### src/rtl/rf_sequencer.sv
// rf_sequencer: 4-state client of the 4x9 register file.
// Accepts an instruction, reads operands, runs the ALU, writes back.
module rf_sequencer #(
   parameter int DW = 9,
   parameter int AW = 2
) (
   input  logic          clk,
   input  logic          rst,
   input  logic          in_valid,
   output logic          in_ready,
   input  logic [DW-1:0] in_instr,
   input  logic [DW-1:0] in_imm,
   output logic [AW-1:0] rd0_addr,
   output logic [AW-1:0] rd1_addr,
   input  logic [DW-1:0] rd0_data,
   input  logic [DW-1:0] rd1_data,
   output logic          wr_en,
   output logic [AW-1:0] wr_addr,
   output logic [DW-1:0] wr_data,
   output logic          out_valid,
   output logic [DW-1:0] out_data,
   output logic          z_flag,
   output logic          c_flag,
   output logic          busy
);

   typedef enum logic [1:0] {
      S_IDLE,
      S_READ,
      S_EXEC,
      S_WRITE
   } state_t;

   localparam logic [2:0] OP_NOP = 3'b000;
   localparam logic [2:0] OP_LDI = 3'b001;
   localparam logic [2:0] OP_MOV = 3'b010;
   localparam logic [2:0] OP_ADD = 3'b011;
   localparam logic [2:0] OP_SUB = 3'b100;
   localparam logic [2:0] OP_AND = 3'b101;
   localparam logic [2:0] OP_XOR = 3'b110;
   localparam logic [2:0] OP_OUT = 3'b111;

   state_t        r_state;
   state_t        w_nxt;
   logic [2:0]    r_op;
   logic [AW-1:0] r_rd;
   logic [DW-1:0] r_imm;
   logic [AW-1:0] r_rd0_addr;
   logic [AW-1:0] r_rd1_addr;
   logic [DW-1:0] r_op0;
   logic [DW-1:0] r_op1;
   logic [DW-1:0] r_result;
   logic          r_wr_en;
   logic [AW-1:0] r_wr_addr;
   logic [DW-1:0] r_wr_data;
   logic          r_out_valid;
   logic [DW-1:0] r_out_data;
   logic          r_z;
   logic          r_c;

   logic [DW:0]   w_sum;
   logic [DW-1:0] w_res;
   logic          w_c;
   logic          w_upd;
   logic          w_we;

   assign in_ready  = (r_state == S_IDLE);
   assign busy      = (r_state != S_IDLE);
   assign rd0_addr  = r_rd0_addr;
   assign rd1_addr  = r_rd1_addr;
   assign wr_en     = r_wr_en;
   assign wr_addr   = r_wr_addr;
   assign wr_data   = r_wr_data;
   assign out_valid = r_out_valid;
   assign out_data  = r_out_data;
   assign z_flag    = r_z;
   assign c_flag    = r_c;

   // State register
   always_ff @(posedge clk) begin
      if (rst) r_state <= S_IDLE;
      else     r_state <= w_nxt;
   end

   // Next-state: fixed 4-cycle walk once an instruction is taken
   always_comb begin
      w_nxt = r_state;
      case (r_state)
         S_IDLE:  if (in_valid) w_nxt = S_READ;
         S_READ:  w_nxt = S_EXEC;
         S_EXEC:  w_nxt = S_WRITE;
         S_WRITE: w_nxt = S_IDLE;
         default: w_nxt = S_IDLE;
      endcase
   end

   // ALU on the latched operands; also decides write-back and flag update
   always_comb begin
      w_sum = {1'b0, r_op0} + {1'b0, r_op1};
      w_res = '0;
      w_c   = 1'b0;
      w_upd = 1'b0;
      w_we  = 1'b0;
      case (r_op)
         OP_LDI: begin w_res = r_imm; w_we = 1'b1; end
         OP_MOV: begin w_res = r_op0; w_we = 1'b1; end
         OP_ADD: begin
            w_res = w_sum[DW-1:0];
            w_c   = w_sum[DW];
            w_upd = 1'b1;
            w_we  = 1'b1;
         end
         OP_SUB: begin
            w_res = r_op0 - r_op1;
            w_c   = (r_op0 < r_op1);
            w_upd = 1'b1;
            w_we  = 1'b1;
         end
         OP_AND: begin w_res = r_op0 & r_op1; w_upd = 1'b1; w_we = 1'b1; end
         OP_XOR: begin w_res = r_op0 ^ r_op1; w_upd = 1'b1; w_we = 1'b1; end
         default: w_res = '0;
      endcase
   end

   // Datapath registers; write/out strobes are one-cycle pulses in WRITE
   always_ff @(posedge clk) begin
      if (rst) begin
         r_op        <= OP_NOP;
         r_rd        <= '0;
         r_imm       <= '0;
         r_rd0_addr  <= '0;
         r_rd1_addr  <= '0;
         r_op0       <= '0;
         r_op1       <= '0;
         r_result    <= '0;
         r_wr_en     <= 1'b0;
         r_wr_addr   <= '0;
         r_wr_data   <= '0;
         r_out_valid <= 1'b0;
         r_out_data  <= '0;
         r_z         <= 1'b0;
         r_c         <= 1'b0;
      end else begin
         r_wr_en     <= 1'b0;
         r_out_valid <= 1'b0;
         case (r_state)
            S_IDLE: if (in_valid) begin
               r_op       <= in_instr[8:6];
               r_rd       <= in_instr[5:4];
               r_imm      <= in_imm;
               r_rd0_addr <= in_instr[3:2];
               r_rd1_addr <= in_instr[1:0];
            end
            S_READ: begin
               r_op0 <= rd0_data;
               r_op1 <= rd1_data;
            end
            S_EXEC: begin
               r_result <= w_res;
               if (w_upd) begin
                  r_z <= (w_res == '0);
                  r_c <= w_c;
               end
               if (w_we) begin
                  r_wr_en   <= 1'b1;
                  r_wr_addr <= r_rd;
                  r_wr_data <= w_res;
               end
               if (r_op == OP_OUT) begin
                  r_out_valid <= 1'b1;
                  r_out_data  <= r_op0;
               end
            end
            default: ;
         endcase
      end
   end

endmodule

### config.mk
export PLATFORM = sky130hd
export DESIGN_NAME = rf_sequencer
export DESIGN_NICKNAME = d
export VERILOG_FILES = /design/src/rtl/rf_sequencer.sv
export SDC_FILE = /design/constraint.sdc
export NUM_CORES = 1
export LEC_CHECK = 0
export CAP_MARGIN = 20
export CORE_AREA = 2 2 90 92
export DETAILED_ROUTE_END_ITERATION = 8
export DIE_AREA = 0 0 92 94
export PLACE_DENSITY = 0.74
export SKIP_CTS_REPAIR_TIMING = 1
export SYNTH_ARGS = -nofsm -noshare
export SYNTH_HDL_FRONTEND = slang
export SYNTH_SLANG_ARGS = --single-unit
### constraint.sdc
create_clock -name clk -period 2.6 [get_ports clk]
set_input_delay 0.65 -clock clk [delete_from_list [all_inputs] [get_ports clk]]
set_output_delay 0.65 -clock clk [all_outputs]
set_load 0.01 [all_outputs]
* Word level (Yosys, flattened, before mapping)
Cells that the tools add are included. W data, S select, Z words.
Operators by class: add/sub/neg operators 2, order comparisons 1, equality and inequality tests 11, multiplexer cells 8, bitwise operators 3, reduce and logical (&&, ||, !) cells 10
Operators by type and width (count):
- $pmux W9 S6 | 1
- $eq A3 B3 Y1 const B | 4
- $add A9 B9 Y10 | 1
- $and A9 B9 Y9 | 1
- $logic_not A9 Y1 | 1
- $lt A9 B9 Y1 | 1
- $sub A9 B9 Y9 | 1
- $xor A9 B9 Y9 | 1
- $pmux W2 S4 | 1
- $reduce_and A2 Y1 | 4
- $eq A3 B2 Y1 const B | 2
- $reduce_or A6 Y1 | 1
- $eq A2 B2 Y1 const B | 2
- $mux W1 | 4
- $reduce_or A4 Y1 | 1
- $eq A3 B1 Y1 const B | 1
- $eq A2 B1 Y1 const B | 1
- $logic_not A2 Y1 | 1
- $mux W2 | 1
- $ne A2 B2 Y1 const B | 1
- $pmux W1 S2 | 1
- $reduce_bool A2 Y1 | 1
- $reduce_or A2 Y1 | 1
- $not A1 Y1 | 1
Word-level totals: register bits 62, output and inout bits 30

* Depth between registers and ports, before layout
depth after elaboration 4, gate-level depth with buffers 10, gate-level depth less buffers 10

* Least setup slack after synthesis
No wires, ideal clock.
path kind register to register, start point reg r_op0[0], end point reg r_z (netlist: z_flag), setup time 0.087 ns, arrival 2.571 ns, data required time 2.513 ns, slack -0.058 ns, stages on the path, launching flop included 11, path buffers 0, clock period less this slack 2.658 ns, path through dfxtp_1 inv_1 ha_1 fa_1 nor2_1 a221o_1 a221o_1 or4_4 nor3_2 nand4_1 o31ai_1
Between the ends: cells in the longest elaborated chain, start to end 3
Ends and longest elaborated chain:
- from (decl) | RTL line 50 | logic [DW-1:0] r_op0;
- from (signal assigned) | RTL line 155 | r_op0 <= rd0_data;
- $sub A9 B9 Y9, or another cell as far along | RTL line 114 | w_res = r_op0 - r_op1;
- $pmux W9 S6 (*) | RTL line 104 | case (r_op)
- $logic_not A9 Y1 (*) | RTL line 161 | r_z <= (w_res == '0);
- to (signal assigned) | RTL line 161
- to (decl) | RTL line 58 | logic r_z;
Every way passes the cells marked *; elsewhere a longest branch is shown, timed or not. A chain may end at the register's enable or synchronous reset.

* Worst setup path after layout
Same ends and word-level chain as after synthesis.

==> qor.txt <==
Status -> finished, violations left
Failing checks -> setup timing
Clk slew on worst S/H paths -> 0.07 ns
Hold Crit Class -> flop to flop
Router iterations before antenna repair -> 4
Drt via density -> 5.388
Post-synth EDFFs -> 0
GRT met2 Usage -> 38.66%
Synth Register Bits -> 62
Min Clock Period, post-route -> 2.679 ns
Setup crit end kind -> flop
Largest family of logic cells by synthesized area -> simple AND/OR/NAND/NOR gates
Crit path launch type -> flop
Initial Utilization -> 46.10%
Mapped Cells -> 435
Main flop type after synthesis -> dfxtp_1
Inserted Diodes -> 0
# DRC -> 0
Dpl ws -> -0.1731 ns
Iter 0 DRT Violations -> 178
Slew Viols, Final -> 0
Avg WL per Cell -> 15.45 µm
Final worst slack -> -0.07878 ns
H-tree depth -> 3
Total power -> 3.997 mW
Layout Nets -> 582
Leak -> 1.840 nW
GPL Wtd Cong -> 0.9336
Slew @ Worst Pin -> 0.7335 ns
Warning count from the yosys run -> 0
Clock Tree Buf Depth -> 2
Post-synthesis xor/xnor area fraction -> 0.7492%
Post-route ant nets -> 0
Post-synthesis simple-gate area fraction -> 21.16%
Async S/R FF share, synth -> 0%
WL final -> 9.672 mm
CP Max Fanout -> 2
Met3 Use GR -> 4.896%
Hpwl dp -> 7.041 mm
Slew HR -> 51.10%
Multiplexer share of the synthesized area -> 7.706%
Root Buffer -> clkbuf_8
Clock Sinks -> 62
Most numerous cell in the Yosys netlist -> nand2_1
CP required -> 2.85 ns
Pin count of the biggest net entering global routing -> 63
Syn_area_per_cell -> 8.062 µm²
Clk Latency, worst-skew pair -> 0.34 ns
Tot GR Track Use -> 23.18%
Worst Skew -> 0.01104 ns
Fraction of layout cells with a size suffix above 1 -> 12.40%
Final-report hold violation count -> 0
Initial antenna violation count -> 0
Setup Crit Path Kind -> flop to flop
Vias -> 3373
Core area -> 7607 µm²
Seq/Total Area, Yosys -> 35.39%
# IOs -> 69
GR Layer Usage met1 -> 29.62%
Grt ovf -> 0
Die area -> 8648 µm²
Synth top area share -> 35.39%
First-pass GRT wire length -> 15.60 mm
Port Buffers -> 68
MaxCap Viol Count -> 0
Area contributors post-synth -> dfxtp_1 35%, ha_1 7.8%, mux2i_1 7.7%, nand2_1 7.3%, a21oi_1 6.4%
CTS tree -> built
Inserted Clock Buffers -> 9
Top cell types by occurrence after synthesis -> 68 x nand2_1, 62 x dfxtp_1, 50 x nor2_1
Vias in the first global route -> 3156
Synth Area in Adders -> 8.990%
Final worst-path cycle share -> 103.0%
Post-synth cell types -> 54
Post-synth top area cell -> dfxtp_1
Die X-Extent -> 92 µm
Syn-to-layout area delta -> 32.68%
Max IR drop VDD -> 0.5350 mV
Cell row count -> 32
Die H -> 94 µm
Achievable Freq -> 373.3 MHz
Synth Area in Compound Gates -> 20.44%
Most Crowded Layer GR -> met2
CP arrival -> 2.93 ns
RSZ-0062 raised after global routing -> true
Pwr dens -> 858.9 nW/µm²
Syn Nets -> 498
# setup viols final -> 1
Post-Syn Area -> 3507 µm²
-- worst paths after layout --
kind          startpoint     endpoint  slack [ns]  cells past startpoint
max             r_op0[0]       z_flag       -0.08                     10
min reg2reg  out_data[5]  out_data[5]        0.46                      2
min          out_data[5]  out_data[5]        0.46                      2
max reg2reg     r_op0[0]       z_flag       -0.08                     10
-- power breakdown --
| part | switching, mW | internal (mW) |
|---|---|---|
| clock | 0.402 | 0.344 |
| sequential | 0.145 | 1.11 |
| combinational | 1.09 | 0.909 |
| total | 1.63 | 2.36 |
-- sequential cells by signal (all words and copies together), names as in the netlist --
| register | count |
|---|---|
| r_state | 2 |
| z_flag | 1 |
| wr_en | 1 |
| rd1_addr | 2 |
| c_flag | 1 |
| wr_data | 9 |
| out_data | 9 |
| rd0_addr | 2 |
| wr_addr | 2 |
| r_rd | 2 |
| r_imm | 9 |
| r_op0 | 9 |
| r_op | 3 |
| r_op1 | 9 |
| out_valid | 1 |
-- final cells by class --
cell class / count / area (µm²)
inverter: 23 / 86.33
clock inverter: 6 / 37.54
clock buffer: 10 / 127.6
timing repair buffer: 99 / 908.4
fill: 693 / 2954
tap: 102 / 127.6
multi-input combinational: 324 / 2118
sequential: 62 / 1247
-- per-layer routing --
metal  vias to the layer above  share of wire, %  wire, µm
li1                       1683                 -         -
met2                       121                48      4679
met1                      1555                44      4299
met4                         0               1.8       177
met5                         -                 0         0
met3                        14               5.3       515
-- kinds of logic after synthesis --
group,Yosys count
adders and majority gates,24
and+or+nand+nor,163
AOI/OAI and AO/OA,107
muxes,27
buffers and inverters,49
xor gates and xnor gates,3
DFF,62
-- layout by cell type, fill, tap and decap left out, types with 2 or more instances in the layout --
| master | n |
|---|---|
| or3_1 | 2 |
| nand3_1 | 2 |
| clkbuf_8 | 9 |
| nand4b_1 | 2 |
| clkinv_2 | 4 |
| ha_1 | 20 |
| dfxtp_1 | 59 |
| a221oi_1 | 8 |
| nand2b_1 | 5 |
| nor3_1 | 6 |
| clkdlybuf4s50_1 | 67 |
| nand3b_1 | 5 |
| a22oi_1 | 7 |
| nand4_1 | 2 |
| or2_2 | 2 |
| nand2_1 | 68 |
| nor2_1 | 50 |
| o311ai_0 | 2 |
| buf_4 | 31 |
| a31o_2 | 2 |
| a211oi_1 | 7 |
| mux2i_1 | 27 |
| o21ai_0 | 7 |
| ha_4 | 2 |
| o21bai_1 | 2 |
| dfxtp_2 | 2 |
| a221o_1 | 4 |
| and3_1 | 2 |
| inv_1 | 22 |
| o211ai_1 | 2 |
| a21oi_1 | 44 |
| nor2b_1 | 11 |
| o21a_1 | 2 |
| xnor2_1 | 2 |
| a21o_1 | 4 |
| and2_1 | 2 |
-- worst max-delay path, stage by stage, from the launching register on --
cell	delay, ns
dfxtp_2	0.33
inv_2	0.05
ha_4	0.15
fa_1	0.49
nor2_1	0.04
a221o_1	0.29
a221o_1	0.35
or4_4	0.44
nor3_4	0.13
nand4_1	0.10
o31ai_1	0.23
-- stage by stage --
step | cell area [µm²] | instances | hold slack [ns] | utilization [%] | TNS (ns)
global placement | 4442 | 609 | 0.4432 | 58.39 | -0.08074
CTS | 4607 | 625 | 0.4589 | 60.56 | -0.2282
global route | 4653 | 626 | 0.4756 | 61.17 | -0.1884
detailed placement | 4442 | 609 | 0.4498 | 58.39 | -0.1731
floorplan | 3522 | 435 | 0.4318 | - | -0.01610
finish | 4653 | 626 | 0.4608 | 61.17 | -0.07878
(Power assumes the default switching activity.)
